--- config.mk ---
export PLATFORM = sky130hd
export DESIGN_NAME = snake_control_flat
export DESIGN_NICKNAME = d
export VERILOG_FILES = /design/src/rtl/snake_control_if.sv /design/src/rtl/snake_control.sv /design/src/flat_wrapper.sv
export SDC_FILE = /design/constraint.sdc
export NUM_CORES = 1
export LEC_CHECK = 0
export BUFFER_PORTS_ARGS = -buffer_cell sky130_fd_sc_hd__buf_2
export CAP_MARGIN = 20
export CORE_MARGIN = 2
export CORE_UTILIZATION = 65
export CTS_BUF_LIST = sky130_fd_sc_hd__clkbuf_2
export CTS_CLUSTER_SIZE = 16
export DETAILED_ROUTE_END_ITERATION = 12
export HOLD_SLACK_MARGIN = 0.03
export PLACE_DENSITY = 0.89
export SKIP_CTS_REPAIR_TIMING = 1
export SLEW_MARGIN = 20
export SYNTH_ARGS = -nofsm -noshare
export SYNTH_HDL_FRONTEND = slang
export SYNTH_SLANG_ARGS = --single-unit
--- constraint.sdc ---
create_clock -name clk -period 6.85 [get_ports clk]
set_input_delay 1.0275 -clock clk [delete_from_list [all_inputs] [get_ports clk]]
set_output_delay 1.0275 -clock clk [all_outputs]
set_load 0.01 [all_outputs]
--- src/rtl/snake_control_if.sv ---
// Snake controller <-> datapath bundle: status in, control strobes out.
// master: controller side; slave: datapath side.
interface snake_control_if;
    logic [10:0] length;
    logic        isDead;
    logic        waiting;
    logic        ld_head;
    logic        ld_q_def;
    logic        inc_address;
    logic        rst_address;
    logic        draw_q;
    logic        update_head;
    logic        ld_head_into_prev;
    logic        ld_q_into_curr;
    logic        ld_prev_into_q;
    logic        ld_curr_into_prev;
    logic        draw_curr;
    logic        food_en;
    logic [1:0]  cnt_status;
    logic [2:0]  dir;
    logic [2:0]  colour;
    logic        dead;

    modport master (
        input  length, isDead,
        output waiting, ld_head, ld_q_def, inc_address, rst_address,
        output draw_q, update_head, ld_head_into_prev, ld_q_into_curr,
        output ld_prev_into_q, ld_curr_into_prev, draw_curr, food_en,
        output cnt_status, dir, colour, dead
    );

    modport slave (
        output length, isDead,
        input  waiting, ld_head, ld_q_def, inc_address, rst_address,
        input  draw_q, update_head, ld_head_into_prev, ld_q_into_curr,
        input  ld_prev_into_q, ld_curr_into_prev, draw_curr, food_en,
        input  cnt_status, dir, colour, dead
    );
endinterface

--- src/rtl/snake_control.sv ---
// Snake frame sequencer: init, erase, move, shift, redraw, food, wait.
// Ports: clk, rst (async active-low), key_* pulses, dp (datapath bundle).
module snake_control #(
    parameter int         FRAME_CYCLES = 833333,
    parameter logic [2:0] BODY_COLOUR  = 3'b010,
    parameter logic [2:0] FOOD_COLOUR  = 3'b100
) (
    input  logic clk,
    input  logic rst,
    input  logic key_up,
    input  logic key_down,
    input  logic key_left,
    input  logic key_right,
    snake_control_if.master dp
);
    typedef enum logic [4:0] {
        INIT_HEAD, INIT_BODY, INIT_RST,
        ERASE_RD, ERASE_PIX, ERASE_NXT,
        MOVE, MOVE_PREV,
        SHIFT_RD, SHIFT_LD, SHIFT_WR, SHIFT_NXT,
        DRAW_RD, DRAW_PIX, DRAW_NXT,
        FOOD, WAIT, DEAD
    } state_t;

    localparam logic [2:0] DIR_RIGHT = 3'b001;
    localparam logic [2:0] DIR_LEFT  = 3'b000;
    localparam logic [2:0] DIR_DOWN  = 3'b110;
    localparam logic [2:0] DIR_UP    = 3'b100;
    localparam int FW = $clog2(FRAME_CYCLES + 1);

    state_t          state, next;
    logic [10:0]     seg_idx;
    logic [1:0]      pix;
    logic [FW-1:0]   frame_cnt;
    logic [2:0]      dir_q, want;
    logic            dead_q, set_dead, req, rev;
    logic            last_seg, pix_state;
    logic            c_wait, c_ld_head, c_ld_q_def, c_inc, c_rst_addr;
    logic            c_draw_q, c_upd, c_hp, c_qc, c_pq, c_cp, c_food;
    logic [2:0]      c_colour;

    assign last_seg  = (seg_idx == dp.length - 11'd1);
    assign pix_state = (state == ERASE_PIX) || (state == DRAW_PIX) ||
                       (state == FOOD);

    always_comb begin
        next       = state;
        set_dead   = 1'b0;
        c_wait     = 1'b0;
        c_ld_head  = 1'b0;
        c_ld_q_def = 1'b0;
        c_inc      = 1'b0;
        c_rst_addr = 1'b0;
        c_draw_q   = 1'b0;
        c_upd      = 1'b0;
        c_hp       = 1'b0;
        c_qc       = 1'b0;
        c_pq       = 1'b0;
        c_cp       = 1'b0;
        c_food     = 1'b0;
        c_colour   = 3'b000;
        unique case (state)
            INIT_HEAD: begin
                c_ld_head = 1'b1;
                next      = INIT_BODY;
            end
            INIT_BODY: begin
                c_ld_q_def = 1'b1;
                c_inc      = 1'b1;
                if (last_seg) next = INIT_RST;
            end
            INIT_RST: begin
                c_rst_addr = 1'b1;
                next       = ERASE_RD;
            end
            ERASE_RD: next = ERASE_PIX;
            ERASE_PIX: begin
                c_draw_q = 1'b1;
                if (pix == 2'd3) next = ERASE_NXT;
            end
            ERASE_NXT: begin
                if (last_seg) begin
                    c_rst_addr = 1'b1;
                    next       = MOVE;
                end else begin
                    c_inc = 1'b1;
                    next  = ERASE_RD;
                end
            end
            MOVE: begin
                c_upd = 1'b1;
                next  = MOVE_PREV;
            end
            MOVE_PREV: begin
                c_hp = 1'b1;
                next = SHIFT_RD;
            end
            SHIFT_RD: next = SHIFT_LD;
            SHIFT_LD: begin
                c_qc = 1'b1;
                next = SHIFT_WR;
            end
            SHIFT_WR: begin
                c_pq = 1'b1;
                c_cp = 1'b1;
                next = SHIFT_NXT;
            end
            SHIFT_NXT: begin
                if (last_seg) begin
                    c_rst_addr = 1'b1;
                    next       = DRAW_RD;
                end else begin
                    c_inc = 1'b1;
                    next  = SHIFT_RD;
                end
            end
            DRAW_RD: next = DRAW_PIX;
            DRAW_PIX: begin
                c_draw_q = 1'b1;
                c_colour = BODY_COLOUR;
                if (pix == 2'd3) begin
                    // the head (segment 0) cannot collide with itself
                    if (seg_idx != 11'd0 && dp.isDead) begin
                        set_dead = 1'b1;
                        next     = DEAD;
                    end else begin
                        next = DRAW_NXT;
                    end
                end
            end
            DRAW_NXT: begin
                if (last_seg) begin
                    c_rst_addr = 1'b1;
                    next       = FOOD;
                end else begin
                    c_inc = 1'b1;
                    next  = DRAW_RD;
                end
            end
            FOOD: begin
                c_food   = 1'b1;
                c_colour = FOOD_COLOUR;
                if (pix == 2'd3) next = WAIT;
            end
            WAIT: begin
                c_wait = 1'b1;
                if (frame_cnt == FW'(FRAME_CYCLES - 1)) next = ERASE_RD;
            end
            DEAD: next = DEAD;
            default: next = INIT_HEAD;
        endcase
    end

    always_comb begin
        want = dir_q;
        req  = 1'b1;
        if (key_up)         want = DIR_UP;
        else if (key_down)  want = DIR_DOWN;
        else if (key_left)  want = DIR_LEFT;
        else if (key_right) want = DIR_RIGHT;
        else                req  = 1'b0;
        rev = ((want == DIR_UP)    && (dir_q == DIR_DOWN))  ||
              ((want == DIR_DOWN)  && (dir_q == DIR_UP))    ||
              ((want == DIR_LEFT)  && (dir_q == DIR_RIGHT)) ||
              ((want == DIR_RIGHT) && (dir_q == DIR_LEFT));
    end

    always_ff @(posedge clk or negedge rst) begin
        if (!rst) begin
            state     <= INIT_HEAD;
            seg_idx   <= 11'd0;
            pix       <= 2'd0;
            frame_cnt <= '0;
            dir_q     <= DIR_RIGHT;
            dead_q    <= 1'b0;
        end else begin
            state <= next;
            if (c_rst_addr)  seg_idx <= 11'd0;
            else if (c_inc)  seg_idx <= seg_idx + 11'd1;
            pix <= pix_state ? pix + 2'd1 : 2'd0;
            if (state == WAIT && next == WAIT) frame_cnt <= frame_cnt + 1'b1;
            else                               frame_cnt <= '0;
            if (set_dead) dead_q <= 1'b1;
            if (req && !rev && state != DEAD) dir_q <= want;
        end
    end

    // Strobes are forced low while reset is held, even though the
    // reset state itself decodes ld_head.
    assign dp.waiting           = c_wait & rst;
    assign dp.ld_head           = c_ld_head & rst;
    assign dp.ld_q_def          = c_ld_q_def & rst;
    assign dp.inc_address       = c_inc & rst;
    assign dp.rst_address       = c_rst_addr & rst;
    assign dp.draw_q            = c_draw_q & rst;
    assign dp.update_head       = c_upd & rst;
    assign dp.ld_head_into_prev = c_hp & rst;
    assign dp.ld_q_into_curr    = c_qc & rst;
    assign dp.ld_prev_into_q    = c_pq & rst;
    assign dp.ld_curr_into_prev = c_cp & rst;
    assign dp.draw_curr         = 1'b0;
    assign dp.food_en           = c_food & rst;
    assign dp.cnt_status        = (pix_state && rst) ? pix : 2'd0;
    assign dp.colour            = c_colour & {3{rst}};
    assign dp.dir               = dir_q;
    assign dp.dead              = dead_q;
endmodule

--- src/flat_wrapper.sv ---
// flat-port wrapper written by rule: the top's interface ports become plain ports
module snake_control_flat 
#(
    parameter int         FRAME_CYCLES = 833333,
    parameter logic [2:0] BODY_COLOUR  = 3'b010,
    parameter logic [2:0] FOOD_COLOUR  = 3'b100
)
  (clk, rst, key_up, key_down, key_left, key_right, dp_length, dp_isDead, dp_waiting, dp_ld_head, dp_ld_q_def, dp_inc_address, dp_rst_address, dp_draw_q, dp_update_head, dp_ld_head_into_prev, dp_ld_q_into_curr, dp_ld_prev_into_q, dp_ld_curr_into_prev, dp_draw_curr, dp_food_en, dp_cnt_status, dp_dir, dp_colour, dp_dead);
  snake_control_if dp_i ();
  input  logic clk;
  input  logic rst;
  input  logic key_up;
  input  logic key_down;
  input  logic key_left;
  input  logic key_right;
  input wire logic [$bits(dp_i.length)-1:0] dp_length;
  input wire logic [$bits(dp_i.isDead)-1:0] dp_isDead;
  output wire logic [$bits(dp_i.waiting)-1:0] dp_waiting;
  output wire logic [$bits(dp_i.ld_head)-1:0] dp_ld_head;
  output wire logic [$bits(dp_i.ld_q_def)-1:0] dp_ld_q_def;
  output wire logic [$bits(dp_i.inc_address)-1:0] dp_inc_address;
  output wire logic [$bits(dp_i.rst_address)-1:0] dp_rst_address;
  output wire logic [$bits(dp_i.draw_q)-1:0] dp_draw_q;
  output wire logic [$bits(dp_i.update_head)-1:0] dp_update_head;
  output wire logic [$bits(dp_i.ld_head_into_prev)-1:0] dp_ld_head_into_prev;
  output wire logic [$bits(dp_i.ld_q_into_curr)-1:0] dp_ld_q_into_curr;
  output wire logic [$bits(dp_i.ld_prev_into_q)-1:0] dp_ld_prev_into_q;
  output wire logic [$bits(dp_i.ld_curr_into_prev)-1:0] dp_ld_curr_into_prev;
  output wire logic [$bits(dp_i.draw_curr)-1:0] dp_draw_curr;
  output wire logic [$bits(dp_i.food_en)-1:0] dp_food_en;
  output wire logic [$bits(dp_i.cnt_status)-1:0] dp_cnt_status;
  output wire logic [$bits(dp_i.dir)-1:0] dp_dir;
  output wire logic [$bits(dp_i.colour)-1:0] dp_colour;
  output wire logic [$bits(dp_i.dead)-1:0] dp_dead;
  assign dp_i.length = dp_length;
  assign dp_i.isDead = dp_isDead;
  assign dp_waiting = dp_i.waiting;
  assign dp_ld_head = dp_i.ld_head;
  assign dp_ld_q_def = dp_i.ld_q_def;
  assign dp_inc_address = dp_i.inc_address;
  assign dp_rst_address = dp_i.rst_address;
  assign dp_draw_q = dp_i.draw_q;
  assign dp_update_head = dp_i.update_head;
  assign dp_ld_head_into_prev = dp_i.ld_head_into_prev;
  assign dp_ld_q_into_curr = dp_i.ld_q_into_curr;
  assign dp_ld_prev_into_q = dp_i.ld_prev_into_q;
  assign dp_ld_curr_into_prev = dp_i.ld_curr_into_prev;
  assign dp_draw_curr = dp_i.draw_curr;
  assign dp_food_en = dp_i.food_en;
  assign dp_cnt_status = dp_i.cnt_status;
  assign dp_dir = dp_i.dir;
  assign dp_colour = dp_i.colour;
  assign dp_dead = dp_i.dead;
  snake_control #(.FRAME_CYCLES(FRAME_CYCLES), .BODY_COLOUR(BODY_COLOUR), .FOOD_COLOUR(FOOD_COLOUR)) u_core (.clk(clk), .rst(rst), .key_up(key_up), .key_down(key_down), .key_left(key_left), .key_right(key_right), .dp(dp_i));
endmodule
==> impl_metrics.toml, run 1 <==
[status]
status = "finished, final reports clean"

[timing]
fin_crit_sh = 0.727
setup_viol = 0
hold_viol = 0
fin_worst_skew_ns = 0.0128
fin_tns_setup_ns = 0
grt_setup_unrepaired = "no"
fmax_ghz = 0.201
fin_crit_ns = 4.98
worstMarginPinSlew_ns = 0.773
slew_violations = 0
max_slew_margin = 0.485

[floorplan]
placeableCoreArea_mm2 = 0.00438
initial_core_util = 0.675
die_area_mm2 = 0.00511
die_x_um = 71.5
fp.dieH_um = 71.5
core.rowCount = 24
ioPinCount = 40

[worst_hold_path]
hp-class = "input pin to asynchronous set/reset pin"

[detailed_routing]
routed_wl_mm = 6.79
initialDrtViolationCount = 281
routedWlPerCell_um = 15.4
drc = 0
first_pass_iters = 4
antenna_left = 0
num_vias = 2706
viasPerCell = 6.12

[power_and_ir_drop]
leakage_nw = 1.36
p_sw_frac = 0.459
powerDensity_mw_per_mm2 = 288
internal-power_w = 0.000497
power.total_w = 0.000918
power_frac_seq = 0.443
clockPowerShare = 0.119
vdd_drop_max_uv = 220
power.net_switching_w = 0.000421
combPwrFrac = 0.438

[cells_and_area]
fin_cells = 442
syn_to_final_growth_pct = 7.52
seqCellArea_mm2 = 0.00105
nFillCells = 349
n_antenna_cell = 0
multi_input_area_mm2 = 0.00178
drive_gt1_frac = 0.149
nets = 413

[worst_setup_path]
path_cells = "buf_2, or4_4, o21ai_1, a32o_1, nor2_4, nor4_2, a22oi_1, nor2_1, and2_1, buf_2"
cp_slowest_cell = "nor2_1"
start_kind = "input pin"
cp.arrival_ns = 3.95
end_kind = "output port"
rr_startpoint = "u_core.seg_idx[6]"
cp-startpoint = "dp_length[2]"
critPathMaxStageDelay_ns = 0.59
worst_path_most_repeated_cell = "buf_2"
crit_required_ns = 5.82
path_class = "input pin to output port"
cp_max_fo = 11

[cts]
clk_transition_reported_paths_ns = 0.23
tritoncts = "built"
cts_buffer_depth = 2
clock_latency_ns = 0.42
numCtsBuffers = 5
cts_root_buf = "clkbuf_2"
h-tree-depth = 2
cts.sinks = 42

[yosys]
synth_top_cell_by_area = "dfrtp_1"
yosysSeqAreaShare = 0.355
synth_area_leaders = "dfrtp_1 (35%), nor2_1 (6.8%), xnor2_1 (5.9%)"
synth_top_area_share = 0.347
ys.flop_type = "dfrtp_1"
ys_async_sr_fraction = 1.00
netlist_area_mm2 = 0.00296
synth_cells = 360
synth-seq-cells = 42
syn_avg_cell_area_um2 = 8.22
synthTopCellsByCount = "nor2_1 (54), dfrtp_1 (41), nand2_1 (36)"
ys_types = 55
post-synth-top-count-cell = "nor2_1"
synth-edff-count = 0
yosysWarnings = 0

[global_routing]
grt_usage = 0.291
grt_max_degree = 34
grt_pass1_vias = 2631
grt_pass1_wl_mm = 11.8
gr-total-overflow = 0
antenna_found_initial = 0

[placement]
dp_cells = 434
hpwl_mm = 5.13
gp_congestion = 0.915
portBuffers = 37

[run]
cap_violations = 0
through the flow:
step	setup WS (ns)	util	hold WS [ns]	cell area (um^2)
global placement	1.99	0.717	0.463	3140
detailed placement	1.88	0.717	0.467	3140
finish	1.87	0.726	0.479	3180
CTS	1.87	0.726	0.474	3180
global route	1.57	0.726	0.457	3180
floorplan	2.89	-	0.434	2960
metal layers:
layer	wire, um	vias to the layer above	GRT usage
li1	-	1314	-
met1	2960	1290	0.394
met2	3290	89	0.471
met3	420	13	0.0534
met4	116	0	0.103
met5	0	-	0
flip-flops by register name (all words and copies together) (netlist names):
name              count
u_core.pix            2
u_core.frame_cnt     20
u_core.state          5
u_core.seg_idx       11
u_core.dp.dir         3
u_core.dp.dead        1
critical path, delay by kind of cell:
family	cells	cell delay (ns)
AOI/OAI and AO/OA	3	0.62
and+or+nand+nor	5	2.03
buffers and inverters	2	0.27
placed cells by master, fill, tap and decap left out, drive strengths merged, types with 3 or more instances in the layout:
cell | Yosys | layout
nor3 | 9 | 9
buf | 6 | 38
dfrtp | 41 | 41
and3 | 8 | 8
ha | 6 | 6
nor2b | 6 | 6
xnor2 | 20 | 20
or4 | 3 | 3
nor4b | 4 | 4
nand2 | 36 | 36
o21ai | 12 | 12
nand3 | 16 | 16
nand2b | 5 | 5
nand3b | 3 | 3
nand4 | 5 | 5
nor2 | 55 | 55
or2 | 3 | 3
clkbuf | 11 | 5
nor4 | 12 | 12
a31oi | 4 | 4
a22oi | 3 | 3
xor2 | 18 | 18
a21oi | 16 | 16
inv | 15 | 15
and2 | 9 | 9
or3 | 6 | 6
o22ai | 3 | 3
cell families after synthesis:
kind of cell | count (synthesis) | share of synthesized area
buf+inv | 32 | 0.0461
compound gates | 54 | 0.126
flops | 42 | 0.355
other cells | 1 | 0.00127
fa+ha+maj | 6 | 0.0254
xor+xnor | 38 | 0.112
simple gates | 186 | 0.330
mux | 1 | 0.00338
power by group through the flow:
stage / sequential (W) / combinational [W] / clock, W
floorplan: 0.000345 / 0.000352 / 0
global placement: 0.000404 / 0.000385 / 0
detailed placement: 0.000408 / 0.000397 / 0
CTS: 0.000403 / 0.000400 / 0.000110
global route: 0.000418 / 0.000451 / 0.000120
finish: 0.000407 / 0.000402 / 0.000109
final timing paths:
check | end | cells after the start | slack (ns)
worst max-delay path | dp_rst_address | 10 | 1.87
worst min-delay path | u_core.seg_idx[1] | 1 | 0.48
worst max register to register | u_core.seg_idx[7] | 8 | 3.98
worst min register to register | u_core.pix[0] | 1 | 0.49
max in group asynchronous | u_core.dp.dir[0] | 2 | 5.59
min in group clk | u_core.pix[0] | 1 | 0.49
final cells by class:
class / count / area share
multi-input cells: 287 / 0.558
inverters: 15 / 0.0177
clock inverters: 3 / 0.00511
clock buffers: 5 / 0.00786
flip-flops and latches: 42 / 0.331
well taps: 52 / 0.0204
repair buffers: 38 / 0.0605
Power figures use the tool's default switching activity.
==> run 2, diff against run 1 <==
ABC_AREA = 1   (was unset)
CORE_UTILIZATION = 55   (was 65)
PLACE_DENSITY = 0.79   (was 0.89)
clock period = 4.5 ns   (was 6.85 ns; I/O delays follow)
==> run 2 against run 1 <==
  * Clock power grew 52%
  * Clock skew grew 0.025 ns
  * Synthesized cell count grew 36%
  * Sequential share of layout area shrank 3.1 points
  * Register-to-register slack lost 1.6 ns
  * Flip-flop and latch count is the same
  * Sequential power grew 21%
  * Largest cell class unchanged
  * Cell count grew 35%
  * Non-clock buffer count is the same
==> impl_metrics.toml, run 2 <==
[status]
status = "finished, final reports clean"

[floorplan]
placeableCoreArea_mm2 = 0.00561
core.rowCount = 27
fp.dieH_um = 80.9
initial_core_util = 0.580
die_area_mm2 = 0.00654
ioPinCount = 40
die_x_um = 80.9

[cells_and_area]
mostFrequentLayoutCells = "nand2_1 (111), nor2_1 (76), inv_1 (69), nand3_1 (49), dfrtp_1 (41)"
design_area_mm2 = 0.00351
n_antenna_cell = 0
largest_register = "u_core.frame_cnt"
top_regs = "u_core.frame_cnt (20), u_core.seg_idx (11), u_core.state (5)"
nFillCells = 549
drive_gt1_frac = 0.143
nets = 549
final_core_util = 0.626
largest_reg_flops = 20
final_common_cell = "nand2_1"
syn_to_final_growth_pct = 7.93

[cts]
cts_buffer_depth = 2
cts.sinks = 42
clk_transition_reported_paths_ns = 0.25
numCtsBuffers = 5
cts_root_buf = "clkbuf_2"
clock_latency_ns = 0.42
h-tree-depth = 2
tritoncts = "built"

[timing]
fin_worst_skew_ns = 0.0374
worstMarginPinSlew_ns = 0.690
fin_tns_setup_ns = 0
setup_slack_ns = 1.35
max_slew_margin = 0.539
grt_setup_unrepaired = "no"
hold_viol = 0
setup_viol = 0
fmax_ghz = 0.318
fin_crit_ns = 3.15
fin_crit_sh = 0.699
slew_violations = 0

[global_routing]
grt_use_met1 = 0.305
use_met2 = 0.386
antenna_found_initial = 0
grt_usage = 0.229
use_met3 = 0.0367
grt_pass1_wl_mm = 12.0
grt.busiest_layer = "met2"
grt_pass1_vias = 2832
grt_max_degree = 45
gr-total-overflow = 0

[placement]
portBuffers = 37
hpwl_mm = 5.58
dp_slack_ns = 1.37
postPlaceCellArea_mm2 = 0.00346
gp_congestion = 0.906

[power_and_ir_drop]
leakage_nw = 1.73
p_sw_frac = 0.447
internal-power_w = 0.000629
power_frac_seq = 0.431
power.net_switching_w = 0.000509
combPwrFrac = 0.423
vdd_drop_max_uv = 267
powerDensity_mw_per_mm2 = 324
clockPowerShare = 0.146

[yosys]
synth-edff-count = 0
synth_area_leaders = "dfrtp_1 (32%), nand2_1 (13%), nor2_1 (8.8%)"
synthTopCellsByCount = "nand2_1 (111), nor2_1 (76), inv_1 (69)"
ys.flop_type = "dfrtp_1"
synth_top_cell_by_area = "dfrtp_1"
post-synth-top-count-cell = "nand2_1"
netlist_area_mm2 = 0.00325
ys_async_sr_fraction = 1.00
syn_avg_cell_area_um2 = 6.63
yosysWarnings = 0
yosysSeqAreaShare = 0.324
synth-seq-cells = 42
synth_cells = 490
synth_top_area_share = 0.316
ys_types = 39

[detailed_routing]
drc = 0
first_pass_iters = 5
routed_wl_mm = 7.07
num_vias = 3178
viasPerCell = 5.31
initialDrtViolationCount = 208
antenna_left = 0
routedWlPerCell_um = 11.8

[worst_setup_path]
path_cells = "buf_2, inv_2, ha_1, inv_1, nand2_1, nand2_1, nor2_1, nand2_1, nor2_1, nand3_1, nor2_4, nand2_4, a21oi_4, nor2_1, buf_2"
crit_family = "simple AND/OR/NAND/NOR gates"
cp_max_fo = 12
r2r_end = "u_core.frame_cnt[10]"
regToRegSetupSlack_ns = 2.39
critPathBufInv = 4
rr_worst_depth = 6
rr_startpoint = "u_core.state[3]"
start_kind = "input pin"
cp_slowest_cell = "a21oi_4"
crit_required_ns = 3.83
end_kind = "output port"
cp.arrival_ns = 2.47
critPathMaxStageDelay_ns = 0.35
path_class = "input pin to output port"

[run]
cap_violations = 0

[worst_hold_path]
hp-class = "input pin to asynchronous set/reset pin"
==> run 2: logic make-up (layout without fill, tap and decap cells) <==
group,count (synthesis),in the layout,synth area share
other,1,2,0.00115
AO/OA/AOI/OAI,32,32,0.0608
adder cells (fa/ha/maj),6,6,0.0231
buffers and inverters,89,124,0.113
flip-flops,42,42,0.324
XOR/XNOR,24,24,0.0647
AND/OR/NAND/NOR,296,296,0.413
==> run 2: power groups by stage <==
| stage | Sequential (W) | Clock [W] | Combinational (W) |
|---|---|---|---|
| global placement | 0.000496 | 0 | 0.000470 |
| floorplan | 0.000483 | 0 | 0.000385 |
| CTS | 0.000489 | 0.000172 | 0.000481 |
| detailed placement | 0.000496 | 0 | 0.000478 |
| finish | 0.000491 | 0.000166 | 0.000482 |
| global route | 0.000499 | 0.000190 | 0.000544 |
==> run 2: through the flow <==
stage	std cells	hold WS [ns]	power, W
after floorplan	491	0.379	0.000868
after global placement	590	0.440	0.000967
after detailed placement	590	0.455	0.000975
after CTS	598	0.278	0.00114
after global routing	598	0.310	0.00123
final	598	0.268	0.00114
==> run 2: worst max path at each step <==
stage                 startpoint              to  slack, ns  cells after the start
floorplan           dp_length[0]  dp_rst_address       1.77                     15
global placement    dp_length[0]  dp_inc_address       1.42                     15
detailed placement  dp_length[0]  dp_inc_address       1.37                     15
CTS                 dp_length[0]  dp_inc_address       1.37                     15
global route        dp_length[0]  dp_inc_address       1.15                     15
finish              dp_length[0]  dp_inc_address       1.35                     15
==> run 2: area by class of cell <==
type	count	area (um^2)	area share
clock buffer	5	25.0	0.00713
tap	72	90.1	0.0257
clock inverter	3	21.3	0.00606
sequential	42	1050	0.300
multi-input combinational	360	1830	0.523
inverter	78	293	0.0835
timing repair buffer	38	193	0.0549
==> run 2: routing by layer <==
metal,vias up,part of all wire
met5,-,0
met4,0,0.0082
met3,8,0.053
met2,103,0.47
met1,1446,0.47
li1,1621,-
==> run 3, diff against run 2 <==
ABC_AREA = 0   (was 1)
CORE_UTILIZATION = 54   (was 55)
clock period = 2.7 ns   (was 4.5 ns; I/O delays follow)
==> run 3 against run 2 <==
  * The flow now finishes with violations (negative setup slack)
  * Critical endpoint is now dp_rst_address
  * Via count down 12%
  * Clock power up 140%
  * Cell area grew 1.4%
  * Largest cell class unchanged
  * Routed wire length increased by 2.8%
==> impl_metrics.toml, run 3 (synthesis results as in run 1) <==
[status]
status = "complete, but fails checks"
violations = "negative setup slack"

[worst_setup_path]
regToRegSetupSlack_ns = 0.28
path_class = "input pin to output port"
end_kind = "output port"
crit_required_ns = 2.30
rr_worst_depth = 9
cp_max_fo = 3
rr_startpoint = "u_core.seg_idx[8]"
cp.arrival_ns = 2.63
cp-startpoint = "dp_length[3]"
start_kind = "input pin"
r2r_end = "u_core.seg_idx[5]"
crit_path_end = "dp_rst_address"

[detailed_routing]
initialDrtViolationCount = 254
routedWlPerCell_um = 14.8
viasPerCell = 5.71
first_pass_iters = 4
drc = 0
num_vias = 2798
antenna_left = 0
routed_wl_mm = 7.27

[power_and_ir_drop]
internal-power_w = 0.00150
clockPowerShare = 0.151
powerDensity_mw_per_mm2 = 735
combPwrFrac = 0.470
power.net_switching_w = 0.00112
p_sw_frac = 0.428
leakage_nw = 1.53
power.total_w = 0.00262
power_frac_seq = 0.378
vdd_drop_max_uv = 469

[floorplan]
initial_core_util = 0.569
placeableCoreArea_mm2 = 0.00520
fp.dieH_um = 78.0
die_area_mm2 = 0.00609
die_x_um = 78.0
ioPinCount = 40
core.rowCount = 26

[cells_and_area]
n_antenna_cell = 0
largest_reg_flops = 20
mostFrequentLayoutCells = "nor2_1 (54), dfrtp_1 (37), nand2_1 (36), buf_2 (36), buf_4 (28)"
fin_cells = 490
nets = 443
final_core_util = 0.684
final_common_cell = "nor2_1"
top_regs = "u_core.frame_cnt (20), u_core.seg_idx (11), u_core.state (5)"
largest_register = "u_core.frame_cnt"
drive_gt1_frac = 0.236
syn_to_final_growth_pct = 20.2
nFillCells = 446

[placement]
hpwl_mm = 5.15
gp_congestion = 0.836
portBuffers = 37
dp_slack_ns = -0.223
dp_cells = 474

[timing]
fin_crit_ns = 3.03
setup_viol = 2
grt_setup_unrepaired = "yes"
max_slew_margin = 0.647
fin_worst_skew_ns = 0.0161
worstMarginPinSlew_ns = 0.528
setup_slack_ns = -0.332
fmax_ghz = 0.330
fin_hold_ws_ns = 0.220
hold_viol = 0
fin_crit_sh = 1.12
slew_violations = 0

[cts]
cts_root_buf = "clkbuf_2"
cts.sinks = 42
h-tree-depth = 2
tritoncts = "built"
clk_transition_reported_paths_ns = 0.23
cts_buffer_depth = 2
clock_latency_ns = 0.42
numCtsBuffers = 5

[global_routing]
grt_pass1_vias = 2522
grt_max_degree = 49
gr-total-overflow = 0
antenna_found_initial = 0
grt_usage = 0.241
grt_pass1_wl_mm = 11.8

[run]
cap_violations = 0

[worst_hold_path]
hp-class = "input pin to register"
worstHoldStart = "key_up"
## run 3: cell types whose count changed in the layout (fill, tap and decap cells not counted), moves of 6 or more
cell	change
a21oi_1	+7
and2_1	+8
and3_1	+8
buf_4	+27
inv_1	-54
inv_2	-8
nand2_1	-75
nand3_1	-33
nand4_1	-7
nor2_1	-22
nor2b_1	+6
nor3_1	-11
or3_1	+6
xnor2_1	+13
## run 3: worst min path at each step
stage	endpoint	depth (start not counted)
after floorplan	u_core.dp.dead	0
after global placement	u_core.pix[0]	1
after detailed placement	u_core.dp.dead	1
after CTS	u_core.dp.dead	2
after global routing	u_core.dp.dir[1]	2
final	u_core.dp.dir[1]	2
## run 3: worst max-delay path: stages
cell,delay (ns)
buf_2,0.13
or4_4,0.53
buf_4,0.16
nor4_2,0.23
a211o_1,0.18
nor2_1,0.09
nor4_2,0.25
a22oi_1,0.16
nor2_1,0.21
and2_1,0.14
buf_2,0.12
## run 3: layer usage
layer  wire length [um]  part of all wire  vias to the layer above  global-route usage
li1                   -                 -                     1370                   -
met1               3300              0.45                     1326               0.345
met2               3460              0.48                       96               0.384
met3                454             0.062                        6              0.0379
met4                 60            0.0083                        0              0.0596
met5                  0                 0                        -                   0
## run 3: stage by stage
stage | TNS [ns] | cell area [um^2]
6_report | -0.541 | 3560
5_1_grt | -0.826 | 3560
4_1_cts | -0.506 | 3420
3_5_place_dp | -1.60 | 3340
3_3_place_gp | -1.00 | 3340
2_1_floorplan | -0.0234 | 2960
## run 3: area by class of cell
type	count	area, um^2	share of cell area
repair buffers	68	447	0.126
clock buffers	5	25.0	0.00703
inverters	15	56.3	0.0158
clock inverters	3	48.8	0.0137
flip-flops and latches	42	1060	0.297
well taps	70	87.6	0.0246
multi-input cells	287	1840	0.516
## run 3: power groups by stage
stage	sequential (W)	clock (W)	combinational [W]
3_3_place_gp	0.000974	0	0.00110
2_1_floorplan	0.000876	0	0.000892
6_report	0.000989	0.000396	0.00123
3_5_place_dp	0.000984	0	0.00114
4_1_cts	0.000971	0.000404	0.00114
5_1_grt	0.00101	0.000430	0.00136
